===== src/rtl/m_store_buffer.sv =====
// ---------------------------------------------------------------------------
// m_store_buffer
//   M-stage store formatter plus DEPTH-entry in-order write buffer.
//   Formats store data / byte enables for a DATA_W-wide bus, flags store
//   address exceptions (ades) against the DM / timer / interrupt regions and
//   drains accepted stores to memory over a req/ack handshake.
//
// Ports
//   clk, reset         clock, synchronous active-high reset
//   in_valid/in_ready  store offer / buffer has room (in_ready = !full)
//   in_op              0 none, 1 word, 2 half, 3 byte, 4 double, 5-7 none
//   in_addr, in_data   byte address, right-aligned raw store data
//   ades               combinational address exception for the offered store
//   mem_req            head entry valid
//   mem_addr/byteen/wdata  head entry (all zero when empty)
//   mem_ack            memory accepts head entry
//   empty, count       occupancy status
//
// Optional feature (macro STORE_FWD_EN): adds ld_addr / ld_hit / ld_data,
//   a per-byte-lane store-to-load forwarding lookup over the held entries.
// ---------------------------------------------------------------------------
module m_store_buffer #(
  parameter int          DATA_W   = 32,
  parameter int          DEPTH    = 4,
  parameter logic [31:0] DM_HI    = 32'h0000_2fff,
  parameter logic [31:0] T0_BASE  = 32'h0000_7f00,
  parameter logic [31:0] T1_BASE  = 32'h0000_7f10,
  parameter logic [31:0] INT_BASE = 32'h0000_7f20,
  localparam int NB = DATA_W / 8,
  localparam int LB = $clog2(NB),
  localparam int PW = $clog2(DEPTH)
) (
  input  logic              clk,
  input  logic              reset,
  input  logic              in_valid,
  output logic              in_ready,
  input  logic [2:0]        in_op,
  input  logic [31:0]       in_addr,
  input  logic [DATA_W-1:0] in_data,
  output logic              ades,
  output logic              mem_req,
  output logic [31:0]       mem_addr,
  output logic [NB-1:0]     mem_byteen,
  output logic [DATA_W-1:0] mem_wdata,
  input  logic              mem_ack,
  output logic              empty,
  output logic [PW:0]       count
`ifdef STORE_FWD_EN
  ,
  input  logic [31:0]       ld_addr,
  output logic [NB-1:0]     ld_hit,
  output logic [DATA_W-1:0] ld_data
`endif
);

  localparam logic [31:0] LANE_MASK = 32'(NB - 1);

  // Right-aligned byte-enable pattern for the access size.
  function automatic logic [NB-1:0] base_be(input logic [2:0] op);
    case (op)
      3'd1:    base_be = NB'(4'hF);
      3'd2:    base_be = NB'(2'b11);
      3'd3:    base_be = NB'(1'b1);
      3'd4:    base_be = '1;
      default: base_be = '0;
    endcase
  endfunction

  // Expand byte enables into a bit mask.
  function automatic logic [DATA_W-1:0] be_to_mask(input logic [NB-1:0] be);
    be_to_mask = '0;
    for (int j = 0; j < NB; j++) be_to_mask[8*j +: 8] = {8{be[j]}};
  endfunction

  logic          op_w, op_h, op_b, op_d, op_ok;
  logic [LB-1:0] lane;
  logic          misalign, dbl_bad, in_dm, in_t0, in_t1, in_int, cnt_t0, cnt_t1;
  logic [31:0]       fmt_addr;
  logic [NB-1:0]     fmt_be;
  logic [DATA_W-1:0] fmt_data;
  logic          full, push, pop;

  logic [31:0]       addr_q [DEPTH];
  logic [NB-1:0]     be_q   [DEPTH];
  logic [DATA_W-1:0] data_q [DEPTH];
  logic [PW-1:0]     wr_ptr, rd_ptr;

  assign op_w  = (in_op == 3'd1);
  assign op_h  = (in_op == 3'd2);
  assign op_b  = (in_op == 3'd3);
  assign op_d  = (in_op == 3'd4);
  assign op_ok = op_w | op_h | op_b | op_d;
  assign lane  = in_addr[LB-1:0];

  assign misalign = (op_w && in_addr[1:0] != 2'b00) || (op_h && in_addr[0])
                 || (op_d && in_addr[2:0] != 3'b000);
  assign dbl_bad  = op_d && (DATA_W == 32);
  assign in_dm    = (in_addr <= DM_HI);
  assign in_t0    = (in_addr >= T0_BASE) && (in_addr <= T0_BASE + 32'd11);
  assign in_t1    = (in_addr >= T1_BASE) && (in_addr <= T1_BASE + 32'd11);
  assign in_int   = (in_addr >= INT_BASE) && (in_addr <= INT_BASE + 32'd3);
  assign cnt_t0   = (in_addr >= T0_BASE + 32'd8) && (in_addr <= T0_BASE + 32'd11);
  assign cnt_t1   = (in_addr >= T1_BASE + 32'd8) && (in_addr <= T1_BASE + 32'd11);

  assign ades = in_valid && op_ok &&
                (misalign || dbl_bad || ((op_h || op_b) && (in_t0 || in_t1)) ||
                 cnt_t0 || cnt_t1 || !(in_dm || in_t0 || in_t1 || in_int));

  assign fmt_addr = in_addr & ~LANE_MASK;
  assign fmt_be   = base_be(in_op) << lane;
  assign fmt_data = (in_data & be_to_mask(base_be(in_op))) << {lane, 3'b000};

  // in_ready depends only on registered occupancy, never on mem_ack.
  assign empty    = (count == '0);
  assign full     = (count == (PW+1)'(DEPTH));
  assign in_ready = !full;
  assign push     = in_valid && in_ready && op_ok && !ades;
  assign pop      = !empty && mem_ack;

  assign mem_req    = !empty;
  assign mem_addr   = empty ? '0 : addr_q[rd_ptr];
  assign mem_byteen = empty ? '0 : be_q[rd_ptr];
  assign mem_wdata  = empty ? '0 : data_q[rd_ptr];

  // ---- buffer storage (data, no reset) ----
  always_ff @(posedge clk) begin
    if (push) begin
      addr_q[wr_ptr] <= fmt_addr;
      be_q[wr_ptr]   <= fmt_be;
      data_q[wr_ptr] <= fmt_data;
    end
  end

  // ---- pointer / occupancy control ----
  always_ff @(posedge clk) begin
    if (reset) begin
      wr_ptr <= '0;
      rd_ptr <= '0;
      count  <= '0;
    end else begin
      if (push) wr_ptr <= wr_ptr + 1'b1;
      if (pop)  rd_ptr <= rd_ptr + 1'b1;
      case ({push, pop})
        2'b10:   count <= count + 1'b1;
        2'b01:   count <= count - 1'b1;
        default: count <= count;
      endcase
    end
  end

`ifdef STORE_FWD_EN
  logic [PW-1:0] fwd_idx;

  // Walk oldest to youngest so younger matches overwrite older bytes.
  always_comb begin
    ld_hit  = '0;
    ld_data = '0;
    fwd_idx = '0;
    for (int i = 0; i < DEPTH; i++) begin
      fwd_idx = rd_ptr + PW'(i);
      if (i < int'(count) && addr_q[fwd_idx] == (ld_addr & ~LANE_MASK)) begin
        for (int j = 0; j < NB; j++) begin
          if (be_q[fwd_idx][j]) begin
            ld_hit[j]         = 1'b1;
            ld_data[8*j +: 8] = data_q[fwd_idx][8*j +: 8];
          end
        end
      end
    end
  end
`endif

endmodule


===== config.mk =====
export PLATFORM = sky130hd
export DESIGN_NAME = m_store_buffer
export DESIGN_NICKNAME = d
export VERILOG_FILES = /design/src/rtl/m_store_buffer.sv
export SDC_FILE = /design/constraint.sdc
export NUM_CORES = 1
export LEC_CHECK = 0
export ABC_AREA = 1
export BUFFER_PORTS_ARGS = -buffer_cell sky130_fd_sc_hd__buf_4
export CAP_MARGIN = 20
export CORE_MARGIN = 1.5
export CORE_UTILIZATION = 38
export CTS_CLUSTER_DIAMETER = 150
export CTS_CLUSTER_SIZE = 24
export DETAILED_ROUTE_END_ITERATION = 8
export GPL_TIMING_DRIVEN = 1
export PLACE_DENSITY = 0.54
export SLEW_MARGIN = 20
export SYNTH_ARGS = -nofsm -noshare
export SYNTH_HDL_FRONTEND = slang
export SYNTH_SLANG_ARGS = --single-unit

===== constraint.sdc =====
create_clock -name clk -period 6 [get_ports clk]
set_clock_uncertainty 0.2 [all_clocks]
set_input_delay 1.2 -clock clk [delete_from_list [all_inputs] [get_ports clk]]
set_output_delay 1.2 -clock clk [all_outputs]
set_load 0.02 [all_outputs]

==> results of run 1 <==
power groups by stage:
| stage | Sequential (mW) | Clock [mW] | Combinational [mW] |
|---|---|---|---|
| 6_report | 2.09 | 1.05 | 0.137 |
| 3_3_place_gp | 2.13 | 0 | 0.135 |
| 4_1_cts | 2.09 | 1.08 | 0.137 |
| 3_5_place_dp | 2.13 | 0 | 0.137 |
| 2_1_floorplan | 2.13 | 0 | 0.0597 |
| 5_1_grt | 2.09 | 1.14 | 0.150 |
Yosys cell counts:
cell type and count:
nand4_4 1, nor3b_1 1, buf_2 10, clkbuf_1 44
nor2_1 328, ha_1 5, inv_1 46, o31ai_1 1
nor2_2 3, nand4_2 1, nand2_1 69, clkinv_1 3
buf_4 2, conb_1 1, o21ai_2 1, nor2_4 2
o21ai_0 141, edfxtp_1 264, o211ai_1 1, o221ai_1 16
nor3_1 1, inv_2 4, buf_1 5, a21oi_1 74
nand3_1 17, fa_1 1, nand2_2 7, dfxtp_1 9
a31oi_1 8, nand4_1 16
cells by family after synthesis:
group                    count (synthesis)  synth area share (%)
flip-flops                             273                  69.1
other                                    1                0.0319
adder cells (fa/ha/maj)                  6                 0.703
AND/OR/NAND/NOR                        446                  15.4
AO/OA/AOI/OAI                          242                  11.0
buffers and inverters                  114                  3.82
flip-flops by register name, summed over array words and instances (netlist names), named ones only:
name	flops
count	3
data_q	128
addr_q	120
be_q	16
wr_ptr	2
rd_ptr	2
critical path: stages:
cell,delay (ns)
buf_4,0.17
inv_1,0.49
o31ai_1,0.20
a21oi_1,0.18
nand2_1,0.11
nor2_4,0.12
nand2_1,0.07
nor2_2,0.17
nor2_1,0.07
buf_4,0.16
routing by layer:
metal	part of all wire [%]	wire length, microns	vias to the layer above	GRT usage (%)
li1	-	-	3977	-
met1	46	13600	4037	26.0
met2	47	13900	178	30.0
met3	4.9	1440	30	2.48
met4	1.7	493	0	3.96
met5	0	0	-	0
worst paths after layout:
| check | endpoint | slack (ns) | depth (start not counted) |
|---|---|---|---|
| setup reg to reg | addr_q[1][27]$_DFFE_PP_ | 3.42 | 7 |
| hold reg to reg | flop | 0.28 | 2 |
| setup / recovery | ades | 1.66 | 10 |
| hold / removal | flop | 0.28 | 2 |
metrics by stage:
stage                     area (sq um)  instances  setup WS (ns)  utilization, %
after floorplan                  11700       1083          0.406               -
after global placement           13200       1574           1.69            43.4
after detailed placement         13200       1574           1.69            43.4
after CTS                        13600       1595           1.69            44.7
after global routing             13600       1595           1.52            44.7
final                            13600       1595           1.66            44.7
cell type report:
cell class,count,area [sq um],area share [%]
multi-input cells,696,3220,23.6
well taps,396,495,3.63
repair buffers,156,1210,8.86
flip-flops and latches,273,8110,59.4
inverters,53,200,1.47
clock buffers,20,394,2.89
clock inverters,1,16.3,0.119
==> impl_metrics.csv, run 1 <==
group,metric,value,unit
timing,finalHoldViolations,0,
yosys,synth_area_leaders,"edfxtp_1 68%, nor2_1 10%, o21ai_0 6.0%, a21oi_1 3.2%, nand2_1 2.2%",
grt,grt_pass1_vias,7934,
route,wl,29400,microns
timing,fin_tns_setup,0,ns
pwr,swShare,20.4,%
grt,grt_pass1_wl,44600,microns
timing,tightest_slew,0.979,ns
clock_tree,clkSinkCount,273,
route,drtIter0Drc,522,
pwr,pwr-share-comb,4.2,%
grt,grt-ovfl-total,0,
route,drtAntennaViolNets,0,
pwr,internal_power,2.60,mW
yosys,synth_top_area_share,67.5,%
floorplanning,fp.dieH,179,microns
timing,drv_slew,0,
timing,setup_viol,0,
route,avgViaCountPerCell,5.15,
layout,mostFrequentLayoutCell,"nor2_1",
timing,rsz0062_at_grt,"false",
floorplanning,dieArea,32000,sq um
route,num_vias,8222,
layout,layout-drive-gt1-share,16.6,%
worst_setup_path,cp-start-kind,"primary input",
yosys,synth_cell_type_count,30,
layout,nets,1272,
clock_tree,postCtsHoldBufs,0,
worst_setup_path,path_class,"primary input to output pin",
timing,relSlewSlack,34.7,%
yosys,yosys.area.top_type,"edfxtp_1",
yosys,synth-seq-area-share,69.1,%
grt,antenna_found_initial,0,
placed_design,gp_congestion,0.881,
timing,min_period,4.34,ns
yosys,synth_seq_cells,273,
floorplanning,rows,64,
clock_tree,cts.repair.resized,0,
worst_setup_path,crit_start,"in_addr[0]",
worst_hold_path,min-delay-start,"rd_ptr[1]$_SDFFE_PP0P_",
layout,area_growth,16.3,%
grt,grt_max_degree,68,
yosys,yosysWarnings,0,
clock_tree,cts_tree,"built",
flow_run,cap_violations,0,
floorplanning,die_w,179,microns
outcome,status,"finished clean",
pwr,power_frac_seq,63.8,%
pwr,cellLeakagePower,4.93,nW
clock_tree,root_buffer,"clkbuf_16",
worst_setup_path,worst_setup_path_end_kind,"output pin",
pwr,power,3.27,mW
floorplanning,core_area,30500,sq um
pwr,switching_power,0.667,mW
yosys,syn_avg_cell_area,10.8,sq um
worst_setup_path,cp.required,4.60,ns
route,wl_per_cell,18.4,microns
pwr,p_clk_share,32.0,%
floorplanning,io_pins,146,
layout,diodes,0,
clock_tree,clkTransAtPathRegs,0.09,ns
pwr,irDropWorstVdd,0.144,mV
floorplanning,start_util,38.5,%
timing,worst_hold_slack,0.280,ns
placed_design,hpwlAfterDp,18000,microns
yosys,synth_cells,1082,
timing,fmax,230,MHz
worst_setup_path,cp_max_fo,23,
timing,finalCritPeriodShare,72.4,%
clock_tree,clk_latency,0.48,ns
layout,mostFrequentLayoutCells,"324 x nor2_1, 264 x edfxtp_1, 153 x buf_4, 141 x o21ai_0, 74 x a21oi_1",
placed_design,placement.io_buffers,143,
route,drc,0,
clock_tree,clockBufferDepth,3,
pwr,p_per_area,240,nW/um^2
route,drt_pass1_iterations,4,
worst_hold_path,min_path_type,"flop to flop",
worst_setup_path,timing.rr.start,"count[1]$_SDFFE_PP0P_",
clock_tree,postCtsSetupRepairBufs,0,
worst_setup_path,critPathArrivalTime,2.94,ns
yosys,netlist_area,11700,sq um
clock_tree,cts_buffers,15,
layout,fillers,2860,
grt,grtUsageTotal,18.3,%
clock_tree,cts_max_level,1,
(Power assumes the default switching activity.)
==> inputs of run 2 (changes only) <==
--- a/config.mk
+++ b/config.mk
@@ -5,7 +5,7 @@
 export SDC_FILE = /design/constraint.sdc
 export NUM_CORES = 1
 export LEC_CHECK = 0
-export ABC_AREA = 1
+export ABC_AREA = 0
 export BUFFER_PORTS_ARGS = -buffer_cell sky130_fd_sc_hd__buf_4
 export CAP_MARGIN = 20
 export CORE_MARGIN = 1.5
@@ -14,7 +14,7 @@
 export CTS_CLUSTER_SIZE = 24
 export DETAILED_ROUTE_END_ITERATION = 8
 export GPL_TIMING_DRIVEN = 1
-export PLACE_DENSITY = 0.54
+export PLACE_DENSITY = 0.56
 export SLEW_MARGIN = 20
 export SYNTH_ARGS = -nofsm -noshare
 export SYNTH_HDL_FRONTEND = slang
==> constraint.sdc (replaced) <==
create_clock -name clk -period 3.8 [get_ports clk]
set_clock_uncertainty 0.2 [all_clocks]
set_input_delay 0.76 -clock clk [delete_from_list [all_inputs] [get_ports clk]]
set_output_delay 0.76 -clock clk [all_outputs]
set_load 0.02 [all_outputs]
==> run 2 against run 1 <==
Net effect:
- non-clock buffer count up 10
- clock power up 58%
- die area down 3.1%
- critical path type unchanged
- total power up 58%
- first-iteration DRC count down 14%
- combinational power up 60%
- worst hold slack worse by 0.0046 ns
- cell count down 27%
==> impl_metrics.csv, run 2 <==
group,metric,value,unit
clock_tree,postCtsHoldBufs,0,
route,avgViaCountPerCell,5.28,
worst_hold_path,min_path_type,"primary input to flop",
grt,antenna_found_initial,1,
yosys,yosysWarnings,0,
yosys,yosys-top-cells-count,"264 x edfxtp_1, 86 x and2_1, 66 x mux4_2, 18 x clkbuf_1",
placed_design,gp_congestion,0.851,
yosys,synth_edf_count,264,
timing,drv_slew,0,
clock_tree,cts_buffers,15,
worst_setup_path,slowest_stage,"o32ai_1",
worst_setup_path,critPathArrivalTime,2.52,ns
floorplanning,start_util,38.5,%
yosys,syn_avg_cell_area,18.5,sq um
layout,top_register,"data_q",
yosys,synth_cells,616,
worst_setup_path,worst_setup_path_end_kind,"output pin",
layout,area_growth,19.4,%
clock_tree,clkSinkCount,273,
route,drtAntennaViolNets,0,
floorplanning,die_w,176,microns
pwr,cellLeakagePower,4.55,nW
layout,largest_reg_flops,128,
timing,relSlewSlack,39.8,%
floorplanning,rows,63,
timing,setup_viol,0,
grt,grt_pass1_wl,38200,microns
floorplanning,core_area,29600,sq um
clock_tree,postCtsSetupRepairBufs,0,
clock_tree,clk_latency,0.48,ns
worst_setup_path,cp_top_family,"compound AO/OA/AOI/OAI gates",
route,wl,25100,microns
yosys,yosys.area.top_type,"edfxtp_1",
layout,nets,842,
route,drc,0,
timing,rsz0062_at_grt,"false",
yosys,synth-seq-area-share,71.3,%
floorplanning,dieArea,31000,sq um
layout,mostFrequentLayoutCells,"264 x edfxtp_1, 152 x buf_4, 82 x and2_1, 66 x mux4_2, 15 x clkbuf_16",
yosys,synth-main-ff-cell,"edfxtp_1",
worst_setup_path,crit_chain,"buf_4, and4_1, nor3b_1, a21oi_1, o32ai_1, a21oi_1, buf_4",
route,wl_per_cell,21.6,microns
layout,largestRegisters,"data_q: 128 flops, addr_q: 120 flops, be_q: 16 flops",
worst_setup_path,path_class,"primary input to output pin",
timing,fmax,287,MHz
yosys,synthArstFlopShare,0,%
clock_tree,clkTransAtPathRegs,0.10,ns
placed_design,hpwlAfterDp,16700,microns
outcome,status,"finished clean",
worst_setup_path,cp-start-kind,"primary input",
timing,fin_tns_setup,0,ns
pwr,p_per_area,381,nW/um^2
worst_setup_path,cp.required,2.84,ns
clock_tree,cts_tree,"built",
timing,tightest_slew,0.902,ns
timing,min_period,3.48,ns
clock_tree,root_buffer,"clkbuf_16",
yosys,synth_area_leaders,"edfxtp_1 70%, mux4_2 13%, and2_1 4.7%, dfxtp_1 1.6%, a22oi_1 0.73%",
clock_tree,cts_max_level,1,
pwr,irDropWorstVdd,0.248,mV
layout,diodes,0,
clock_tree,cts.repair.resized,0,
worst_setup_path,cpPeakStageDelay,0.45,ns
worst_setup_path,cp_max_fo,5,
yosys,synth_top_area_share,69.7,%
grt,grt-ovfl-total,0,
yosys,synth_seq_cells,273,
flow_run,cap_violations,0,
grt,grtUsageTotal,16.4,%
yosys,netlist_area,11400,sq um
route,num_vias,6140,
layout,instances_no_fill,1163,
grt,grt_max_degree,53,
yosys,synth_most_common_cell,"edfxtp_1",
layout,layout-drive-gt1-share,33.8,%
route,drt_pass1_iterations,5,
yosys,synth_cell_type_count,49,
layout,mostFrequentLayoutCell,"edfxtp_1",
floorplanning,io_pins,146,
clock_tree,clockBufferDepth,3,
placed_design,placement.io_buffers,143,
floorplanning,fp.dieH,176,microns
timing,finalHoldViolations,0,
placed_design,placed_cells,1138,
timing,worst_hold_slack,0.275,ns
route,drtIter0Drc,450,
timing,finalCritPeriodShare,91.7,%
grt,grt_pass1_vias,6554,
worst_setup_path,worst-path-buf-inv,2,
-- run 2: changes by cell type in the layout (fill, tap and decap cells not counted), sizes merged, moves of 62 or more --
cell / delta
a21oi: -62
o21ai: -131
nand2: -62
mux4: +66
nor2: -319
and2: +86
-- run 2: worst register-to-register path, cell delays in order (launching register included) --
cell	delay (ns)
dfxtp_1	0.38
or3_2	0.71
and2_1	0.29
ha_1	0.22
inv_1	0.07
fa_1	0.18
xor2_1	0.08
or3_1	0.31
a21oi_1	0.16
-- run 2: where the power goes --
part           switching [mW]  internal [mW]  total (mW)
Clock                   0.904          0.758        1.66
Sequential        0.000000385           3.29        3.29
Combinational           0.130         0.0892       0.219
Total                    1.03           4.14        5.18
-- run 2: final cells by class --
type	count	area, sq um
Sequential cell	273	8120
Tap cell	390	488
Fill cell	2571	16000
Clock inverter	1	16.3
Timing Repair Buffer	166	1420
Multi-Input combinational cell	300	3090
Inverter	9	33.8
Clock buffer	24	409
-- run 2: path summary, 6_finish.rpt --
| path | startpoint | endpoint | slack (ns) | cells past startpoint |
|---|---|---|---|---|
| worst max-delay path | in_addr[8] | ades | 0.32 | 7 |
| worst min register to register | wr_ptr[1]$_SDFFE_PP0P_ | wr_ptr[1]$_SDFFE_PP0P_ | 0.33 | 2 |
| worst min-delay path | in_addr[18] | addr_q[0][16]$_DFFE_PP_ | 0.28 | 1 |
| worst max register to register | count[2]$_SDFFE_PP0P_ | count[2]$_SDFFE_PP0P_ | 1.14 | 8 |
-- run 2: layer usage --
layer	vias up	share of wire, %	track usage (%)
met2	139	50	28.0
met5	-	0	0
met3	35	4.5	2.50
met4	0	2.2	4.67
met1	3220	43	21.8
li1	2746	-	-
-- run 2: kinds of logic (layout without fill, tap and decap cells) --
group,after synthesis,count (layout),share of synthesized area [%]
flip-flops,273,273,71.3
AND/OR/NAND/NOR,149,149,8.07
multiplexers,74,74,13.8
AO/OA/AOI/OAI,62,62,3.90
buffers and inverters,44,200,1.65
XOR/XNOR,7,7,0.539
adder cells (fa/ha/maj),6,6,0.726
other,1,2,0.0330
-- run 2: per-stage QoR --
stage / power, mW / area (sq um) / setup WS, ns / util (%)
after detailed placement: 3.58 / 13100 / 0.167 / 44.5
after global placement: 3.57 / 13100 / 0.256 / 44.5
after global routing: 5.35 / 13600 / 0.173 / 45.9
after CTS: 5.23 / 13600 / 0.361 / 45.9
after floorplan: 3.46 / 11400 / 0.347 / -
final: 5.18 / 13600 / 0.315 / 45.9
